**src/rtl/tw_horizontal_loader.sv**
```systemverilog
// tw_horizontal_loader: stages four 128-bit twiddle entries and bursts them to the ROM as 4 high halves then 4 low halves.
// Optional TW_LOADER_KEEP_EN keeps the staged entries after a burst so a later start replays them.
module tw_horizontal_loader #(
   parameter int HDW   = 64,
   parameter int N_ENT = 4,
   parameter int IDX_W = 2
) (
   input  logic           CLK,
   input  logic           rst,
   input  logic           load_valid,
   input  logic [HDW-1:0] load_data,
   output logic           load_ready,
   input  logic           start,
   output logic [HDW-1:0] horizontal_tf_out,
   output logic [1:0]     ROM5_w,
   output logic           busy,
   output logic           done,
   output logic           start_err,
   output logic           full
);
   typedef enum logic [1:0] {IDLE, HI, LO, DONE} state_t;
   state_t state, ns;
   logic [IDX_W-1:0] si, nsi;
   logic [2:0] fc;
   logic nfull, acc;
   logic [2*HDW-1:0] stg [N_ENT];
   always_comb begin
      ns = state;
      nsi = si;
      acc = load_valid && load_ready;
      case (state)
         IDLE: if (start && full) begin
            ns = HI;
            nsi = '0;
         end
         HI: begin
            nsi = si + 1'b1;
            if (si == IDX_W'(N_ENT-1)) ns = LO;
         end
         LO: begin
            nsi = si + 1'b1;
            if (si == IDX_W'(N_ENT-1)) ns = DONE;
         end
         default: ns = IDLE;
      endcase
`ifdef TW_LOADER_KEEP_EN
      nfull = full || (acc && fc == 3'd7);
`else
      nfull = (state == DONE) ? 1'b0 : full || (acc && fc == 3'd7);
`endif
   end
   // outputs are registered from the next state so each half appears the cycle its state begins
   always_ff @(posedge CLK or posedge rst) begin
      if (rst) begin
         state <= IDLE;
         si <= '0;
         fc <= '0;
         full <= 1'b0;
         load_ready <= 1'b1;
         ROM5_w <= 2'd0;
         horizontal_tf_out <= '0;
         busy <= 1'b0;
         done <= 1'b0;
         start_err <= 1'b0;
         for (int i = 0; i < N_ENT; i++) stg[i] <= '0;
      end else begin
         state <= ns;
         si <= nsi;
         full <= nfull;
         if (acc) begin
            if (fc[0]) stg[fc[2:1]][HDW-1:0] <= load_data;
            else stg[fc[2:1]][2*HDW-1:HDW] <= load_data;
            fc <= fc + 3'd1;
         end
`ifndef TW_LOADER_KEEP_EN
         if (state == DONE) fc <= '0;
`endif
         load_ready <= (ns == IDLE) && !nfull;
         ROM5_w <= (ns == HI) ? 2'd1 : (ns == LO) ? 2'd2 : 2'd0;
         horizontal_tf_out <= (ns == HI) ? stg[nsi][2*HDW-1:HDW] : (ns == LO) ? stg[nsi][HDW-1:0] : '0;
         busy <= (ns == HI) || (ns == LO);
         done <= (ns == DONE);
         start_err <= (state == IDLE) && start && !full;
      end
   end
endmodule
```
**config.mk**
```make
export PLATFORM = sky130hd
export DESIGN_NAME = tw_horizontal_loader
export DESIGN_NICKNAME = d
export VERILOG_FILES = /design/src/rtl/tw_horizontal_loader.sv
export SDC_FILE = /design/constraint.sdc
export NUM_CORES = 1
export LEC_CHECK = 0
export BUFFER_PORTS_ARGS = -buffer_cell sky130_fd_sc_hd__buf_2
export CAP_MARGIN = 20
export CORE_MARGIN = 5
export CORE_UTILIZATION = 58
export DETAILED_ROUTE_END_ITERATION = 10
export GPL_TIMING_DRIVEN = 0
export PLACE_DENSITY = 0.72
export SYNTH_ARGS = -nofsm -noshare
export SYNTH_HDL_FRONTEND = slang
export SYNTH_SLANG_ARGS = --single-unit
```
**constraint.sdc**
```tcl
create_clock -name CLK -period 26.1 [get_ports CLK]
set_input_delay 1.305 -clock CLK [delete_from_list [all_inputs] [get_ports CLK]]
set_output_delay 1.305 -clock CLK [all_outputs]
set_load 0.005 [all_outputs]
```
## Word-level counts from Yosys, hierarchy flattened

Index checks and enable logic that the tools add are counted.

| cells by class | value |
|---|---|
| order comparisons | 3 |
| $add $sub $neg | 2 |
| reductions and logical operators | 15 |
| bitwise operators | 2 |
| multiplexer cells | 23 |
| equal/unequal tests | 8 |

Operators by type and width:

| operator | count |
|---|---|
| 512-bit bitwise mux | 2 |
| 128-bit demux with 2-bit select | 2 |
| 512-bit two-way mux | 1 |
| 128-bit two-way mux | 3 |
| 128-bit binary-select mux with 2-bit select | 1 |
| 64-bit two-way mux | 3 |
| 2-bit two-way mux | 6 |
| 2-bit equality test, second input constant | 5 |
| 1-bit logical AND | 7 |
| 3-bit greater-or-equal comparator, second input constant | 2 |
| 3-bit two-way mux | 2 |
| 2-bit inverter with 3-bit output | 2 |
| 2-bit case mux with 3 select lines | 1 |
| 2-bit by 1-bit equality test with 1-bit output, second input constant | 2 |
| 2-bit logical NOT | 2 |
| 2-bit case mux with 2 select lines | 1 |
| 3-bit by 1-bit adder with 3-bit output, second input constant | 1 |
| 3-bit equality test, second input constant | 1 |
| 3-bit by 1-bit < comparator with 1-bit output, second input constant | 1 |
| 2-bit by 1-bit adder with 2-bit output, second input constant | 1 |
| 1-bit logical NOT | 2 |
| 1-bit logical OR | 2 |
| 2-bit nonzero test | 1 |
| 2-bit OR reduction | 1 |
| 1-bit two-way mux | 1 |

| word-level totals | value |
|---|---|
| word-level logic and storage cells | 67 |
| output and inout bits | 71 |
| bits of input ports | 68 |
| register bits | 590 |

## Depth between registers and ports, before layout

Gate-level depths: netlist of the first run.

| logic depth | value |
|---|---|
| depth in word-level cells | 9 |
| gate-level depth with buffers | 13 |
| mapped depth without buffers | 11 |

## Least setup slack after synthesis of the first run

Ideal clock, no wire load.

| path | value |
|---|---|
| kind | input-to-reg |
| start point | in start |
| end point | reg horizontal_tf_out[10] |
| stages | 10 |
| library setup time | 0.124 ns |
| arrival time | 3.047 ns |
| slack | 22.930 ns |
| path buffers | 1 |
| data required time | 25.976 ns |
| cells stage by stage | a21boi_4 > a21oi_1 > nor2_1 > nor2_1 > or2_2 > ha_1 > nand2_1 > clkbuf_1 > o22ai_1 > a211o_1 |

| on the way | value |
|---|---|
| word-level cells in the longest chain between the ends | 9 |
| elaborated cells between the ends (all ways) | 13 |
| classes of those cells | 2 x eq/ne; 9 x mux; 1 x bitwise; 1 x reduce/logical |

RTL lines:

| element | RTL line | source |
|---|---|---|
| from (decl) | 13 | `input logic start,` |
| 1-bit logical AND * | 32 | `IDLE: if (start && full) begin` |
| 2-bit two-way mux | 32 |  |
| 2-bit case mux with 2 select lines | 31 | `case (state)` |
| 2-bit inverter with 3-bit output (not written as such) | 80 | `horizontal_tf_out <= (ns == HI) ? stg[nsi][2*HDW-1:HDW] : (ns == LO) ? stg[nsi][HDW-1:0] : '0;` |
| 128-bit binary-select mux with 2-bit select | 80 |  |
| 128-bit two-way mux (not written as such) (2 in series) | 80 |  |
| 64-bit two-way mux | 80 |  |
| 64-bit two-way mux * | 80 |  |
| to (signal assigned) | 80 |  |
| to (decl) | 14 | `output logic [HDW-1:0] horizontal_tf_out,` |

Every way passes the cells marked *; elsewhere a longest branch is shown, timed or not. The select of a mux whose other input is x is not followed.
A chain may end at the register's enable or synchronous reset.

## Final worst setup path of the first run

| path | value |
|---|---|
| start point | reg state[0] |
| end point | reg horizontal_tf_out[39] |

| on the way | value |
|---|---|
| elaborated cells between the ends (all ways) | 17 |
| classes of those cells | 4 x eq/ne; 10 x mux; 1 x bitwise; 2 x reduce/logical |

RTL lines:

| element | RTL line | source |
|---|---|---|
| from (decl) | 22 | `state_t state, ns;` |
| from (signal assigned) | 67 | `state <= ns;` |
| 2-bit equality test (tied with other cells) | 31 |  |
| 2-bit case mux with 3 select lines * | 31 |  |
| named net ns[0] | 22 |  |
| 2-bit equality test | 80 |  |
| 64-bit two-way mux | 80 |  |
| 64-bit two-way mux * | 80 |  |

Mark *: on every way through the listed nets, which the timed path passes. The rest lies on a longest branch. The select of a mux whose other input is x is not followed.

==> results of run 1 <==
## how the worst max path moves through the flow
| stage | endpoint | slack [ns] | cells past startpoint |
|---|---|---|---|
| final | horizontal_tf_out[39] | 22.09 | 10 |
| after detailed placement | horizontal_tf_out[39] | 21.89 | 11 |
| after global placement | horizontal_tf_out[40] | 3.12 | 2 |
| after floorplan | ROM5_w[0] | 8.29 | 1 |
| after CTS | horizontal_tf_out[39] | 22.12 | 10 |
| after global routing | horizontal_tf_out[39] | 21.85 | 10 |
## metal layers
metal	vias to the layer above	routed length (um)	track usage, %	share of wire [%]
met2	305	30400	41.5	49
met4	0	1180	6.42	1.9
met1	8607	27700	34.7	45
met5	-	0	0	0
met3	81	2350	3.89	3.8
li1	7377	-	-	-
## per-stage QoR
stage	cell area [um2]	setup slack, ns	std cells
after floorplan	26300	8.29	1889
after CTS	29900	22.12	2745
after detailed placement	28000	21.89	2636
after global routing	29900	21.85	2745
after global placement	27700	3.12	2627
final	29900	22.09	2745
## worst max-delay path: stages, from the launching register on
cell,delay (ns)
dfrtp_1,0.42
ha_1,0.30
clkbuf_1,0.55
clkbuf_1,0.46
a21o_1,0.18
inv_1,0.08
ha_1,0.26
nand2_1,0.49
clkbuf_1,0.57
o22ai_1,0.26
a211o_1,0.30
## cells in the final DEF (no fill, tap or decap), types with 3 or more instances in the layout
master     instances
mux2_2           505
a21oi_1            3
nor2b_1            3
o22ai_1           67
a211o_1           63
mux2i_1          190
nand2_1           76
nand2b_1           4
buf_16             8
o21ai_0            3
ha_1              11
inv_1              6
mux2_1            69
nand3_1            3
o221ai_1          64
clkbuf_8          19
dfrtp_1          589
clkbuf_1          55
clkinv_2          11
nor2_1            74
buf_2            224
inv_6              3
clkbuf_16         59
## cell families after synthesis
group | count (synthesis) | synth area share, %
xor gates and xnor gates | 1 | 0.0333
buffers and inverters | 135 | 2.34
and+or+nand+nor | 175 | 2.75
DFF | 590 | 56.1
adders and majority gates | 11 | 0.523
AOI/OAI and AO/OA | 212 | 6.37
muxes | 765 | 31.9
## power by group
part	leakage (nW)	internal [mW]	switching, mW	total (mW)
Sequential	7.47	1.31	0.213	1.53
Clock	0.969	0.489	0.352	0.842
Combinational	6.03	0.797	0.841	1.64
Total	14.5	2.60	1.41	4.01
## state kept, by name, indices dropped and copies added (netlist names), 2 cells and up
signal,cells
stg,512
state,2
horizontal_tf_out,64
ROM5_w,2
si,2
fc,3
## cell type report
| cell class | instances | area share [%] |
|---|---|---|
| clock buffers | 92 | 5.98 |
| multi-input cells | 1164 | 36.5 |
| plain buffers | 127 | 1.95 |
| inverters | 8 | 0.125 |
| clock inverters | 17 | 0.501 |
| repair buffers | 147 | 3.09 |
| flip-flops and latches | 590 | 49.3 |
| well taps | 600 | 2.51 |
==> results.md, run 1 <==
* Vias in the first global route at 17600
* Async SR Flop Fraction at 100%
* Grt total ovfl at 0
* WHS Path Cells at 1
* Synthesis warning total at 0
* Critical path type: flop to flop
* Top-count cell post-synth: dfrtp_1
* RSZ-0062 raised after global routing: no
* Post-synthesis cell type with the largest combined area: dfrtp_1
* Critical Path AT at 4.50 ns
* Antenna-violating nets left at 0
* Final Skew at 0.0173 ns
* Startpoint Class: flop
* IO Port Bufs at 138
* Starting density of the core at 58.3%
* CTS Buf Count at 59
* Area occupied by registers at 14800 um2
* EDFF count, synth at 0
* TNS Setup at 0 ns
* CTS tree: done
* Syn-to-layout area delta at 13.8%
* Largest net degree at the start of global routing at 131
* Share of layout cells above drive strength 1 at 39.5%
* Gr usage total at 24.9%
* Reg-to-reg setup timing slack at 22.09 ns
* WP data required at 26.59 ns
* Total clock sinks at 590
* Synthesized Nets at 1968
* Final core utilization at 66.4%
* Die Area at 49700 um2
* Final Hold Viols at 0
* Post-cts resize count at 0
* DRT Pass-1 Iters at 5
* Slew headroom at 26.0%
* Hold Path Class: flop to flop
* Nets at 2176
* Die width at 223 um
* Clock-pin slew on the worst setup and hold paths at 0.07 ns
* Mapped Avg Cell Area at 13.9 um2
* Worst slew pin tran at 1.11 ns
* Die height at 223 um
* Hold Crit Start: stg[429]
* Min Clock Period, post-route at 4.01 ns
* Via Count at 16400
* Antenna fix cells at 0
* First-pass GRT wire length at 99700 um
* Hold slack at 0.498 ns
* Crit. Startpoint: state[0]
* Longest Clk Path Bufs at 3
* Final wirelength at 61600 um
* Clk_lat worst skew at 0.62 ns
* Period utilisation layout at 15.4%
* Top cell type's share of synthesized area at 56.0%
* Drt initial violations at 1022
* DR WL/cell at 22.4 um
* Core area at 45100 um2
* Residual DRC count at 0
* FILL cells at 3322
* Top FF cell, synth: dfrtp_1
* Sequential fraction of the synthesis area at 56.1%
* Initial antenna violation count at 2
* Vias/cell at 5.96
* Crit end category: flop
* RR Endpoint: horizontal_tf_out[39]
* Fin. max-slew vios at 0
* Max VDD drop at 0.0661 mV
* GP Congestion at 0.802
* Final setup fails at 0
* LEAKAGE at 14.5 nW
* H-tree levels at 2
* Post-CTS setup buffers at 0
* Total Power at 4.01 mW
* IO Pins at 139
* Post-synth top cells: 589 x dfrtp_1, 505 x mux2_2, 190 x mux2i_1
* #FFs+latches synth at 590
* Root Buffer: clkbuf_16
* Max Cap Viol at 0
* CP max FO at 10
* CTS Hold Bufs at 0
* Reg2reg start: state[0]
* Netlist cell types at 43
* FMAX at 249 MHz
* WHS Endpoint: stg[429]
* Synth Instances at 1889
* Multi-input logic area at 10900 um2
* P per Cell Area at 134 nW/um2
* Post-Syn Area at 26300 um2
* # rows at 78
* Top area cells in the synthesized netlist: dfrtp_1 56%, mux2_2 22%, mux2i_1 7.2%
* R2R cell count at 10
* Status: completed
* Post-DP HPWL at 41400 um
No activity file was read; power rests on OpenSTA's default activity.
==> inputs of run 2 (changes only) <==
Clock period 26.1 ns to 3.9 ns, I/O delays scaled along.
==> run 2 against run 1 <==
Against the previous run:
- die area unchanged
- cell area grew 3.2%
- cell count increased by 2.9%
- power increased to 6.8 times the previous value
==> results.md, run 2 (synthesis results as in run 1) <==
* Max Cap Viol at 0 (unchanged)
* Final setup fails at 0 (unchanged)
* Crit end category: flop (unchanged)
* Final wirelength at 62600 um (was 61600 um)
* Slew headroom at 30.9% (was 26.0%)
* Antenna fix cells at 0 (unchanged)
* R2R cell count at 10 (unchanged)
* IO Port Bufs at 138 (unchanged)
* Starting density of the core at 58.3% (unchanged)
* Clk_lat worst skew at 0.62 ns (about the same)
* TNS Setup at 0 ns (unchanged)
* Min Clock Period, post-route at 3.65 ns (was 4.01 ns)
* Die Area at 49700 um2 (unchanged)
* Dpl cell area at 28200 um2 (was 28000 um2)
* FMAX at 274 MHz (was 249 MHz)
* RR Endpoint: horizontal_tf_out[40] (was horizontal_tf_out[39])
* Nets at 2254 (was 2176)
* Critical Path AT at 4.13 ns (was 4.50 ns)
* Largest Register: stg (unchanged)
* Largest regs: stg (512), horizontal_tf_out (64), fc (3) (unchanged)
* Clock-pin slew on the worst setup and hold paths at 0.06 ns (was 0.07 ns)
* GP Congestion at 0.795 (was 0.802)
* FILL cells at 3198 (was 3322)
* CTS Buf Count at 60 (was 59)
* Fin. max-slew vios at 0 (unchanged)
* Multi-input logic area at 10900 um2 (unchanged)
* Final core utilization at 68.5% (was 66.4%)
* IO Pins at 139 (unchanged)
* Fin cells at 2824 (was 2745)
* Area occupied by registers at 14800 um2 (unchanged)
* Antenna-violating nets left at 0 (unchanged)
* Commonest non-fill, non-tap cell in the layout: dfrtp_1 (unchanged)
* LEAKAGE at 14.9 nW (was 14.5 nW)
* Gr usage total at 25.4% (was 24.9%)
* Hold Path Class: input port to async pin (was flop to flop)
* Drt initial violations at 1100 (was 1022)
* Final Hold Viols at 0 (unchanged)
* Total clock sinks at 590 (unchanged)
* Die width at 223 um (unchanged)
* Max VDD drop at 0.521 mV (was 0.0661 mV)
* Root Buffer: clkbuf_16 (unchanged)
* P per Cell Area at 883 nW/um2 (was 134 nW/um2)
* Startpoint Class: flop (unchanged)
* Largest net degree at the start of global routing at 46 (was 131)
* Vias/cell at 5.96 (about the same)
* Hold slack at 0.301 ns (was 0.498 ns)
* H-tree levels at 2 (unchanged)
* First-pass GRT wire length at 101000 um (was 99700 um)
* Final Skew at 0.0143 ns (was 0.0173 ns)
* Reg2reg start: state[1] (was state[0])
* # rows at 78 (unchanged)
* WP data required at 4.38 ns (was 26.59 ns)
* Worst slew pin tran at 1.03 ns (was 1.11 ns)
* Largest register FFs at 512 (unchanged)
* Core area at 45100 um2 (unchanged)
* Final Cell Area at 30900 um2 (was 29900 um2)
* Grt total ovfl at 0 (unchanged)
* Initial antenna violation count at 2 (unchanged)
* Via Count at 16800 (was 16400)
* Syn-to-layout area delta at 17.5% (was 13.8%)
* DRT Pass-1 Iters at 5 (unchanged)
* Post-DP HPWL at 42300 um (was 41400 um)
* Reg-to-reg setup timing slack at 0.25 ns (was 22.09 ns)
* RSZ-0062 raised after global routing: no (unchanged)
* CP max FO at 10 (unchanged)
* Longest Clk Path Bufs at 3 (unchanged)
* Period utilisation layout at 93.5% (was 15.4%)
* Vias in the first global route at 18000 (was 17600)
* CTS tree: done (unchanged)
* Crit. Startpoint: state[1] (was state[0])
* Die height at 223 um (unchanged)
* Share of layout cells above drive strength 1 at 38.6% (was 39.5%)
* Critical path type: flop to flop (unchanged)
* Cells after DPL at 2646 (was 2636)
* Status: completed (unchanged)
* Commonest non-fill, non-tap cells in the layout: 589 x dfrtp_1, 505 x mux2_2, 224 x buf_2 (unchanged)
* Residual DRC count at 0 (unchanged)
* DR WL/cell at 22.2 um (was 22.4 um)
==> run 2: layout make-up <==
cell class	count	area share (%)
Tap cell	600	2.43
Inverter	8	0.109
Timing Repair Buffer	224	5.69
Buffer	127	1.92
Clock inverter	12	0.781
Multi-Input combinational cell	1164	35.4
Clock buffer	99	5.89
Sequential cell	590	47.8
==> run 2: stage by stage <==
stage | power (mW) | setup WS [ns]
after floorplan | 18.1 | -4.34
after global placement | 20.8 | -7.13
after detailed placement | 21.3 | -0.0517
after CTS | 27.4 | 0.215
after global routing | 28.9 | 0.0268
final | 27.3 | 0.255
==> run 2: per-layer routing <==
layer  vias to the layer above  GRT usage, %  part of all wire [%]
met5                         -             0                 0.011
met3                       107          3.89                   4.7
met2                       355          41.9                    49
li1                       7542             -                     -
met4                         2          7.65                   2.5
met1                      8812          35.3                    43
==> run 2: report_power, final <==
part,leakage [nW],switching [mW],internal (mW)
sequential,7.47,1.44,8.79
clock,1.00,2.32,3.62
combinational,6.40,5.70,5.41
==> run 2: worst max-delay path by stage <==
stage                     cells past startpoint                    end  slack, ns
after floorplan                               1              ROM5_w[0]      -4.34
after global placement                        2  horizontal_tf_out[40]      -7.13
after detailed placement                     10   horizontal_tf_out[8]      -0.05
after CTS                                    10  horizontal_tf_out[54]       0.22
after global routing                         10  horizontal_tf_out[40]       0.03
final                                        10  horizontal_tf_out[40]       0.25
==> run 2: what timing repair did <==
item                                    4_1_cts  5_1_grt
hold buffers                                 67        0
hold endpoints to repair                    549        0
endpoints found under the setup margin       14       21
setup buffers                                 0        0
resized for setup                             2       10
==> run 2: worst max-delay path: stages, from the launching register on <==
cell and delay (ns):
dfrtp_1 0.41, ha_1 0.30, clkbuf_2 0.36, clkbuf_1 0.46
or2_2 0.22, ha_1 0.23, nand3b_1 0.12, buf_2 0.43
clkbuf_1 0.52, nor2_1 0.13, a211o_1 0.31
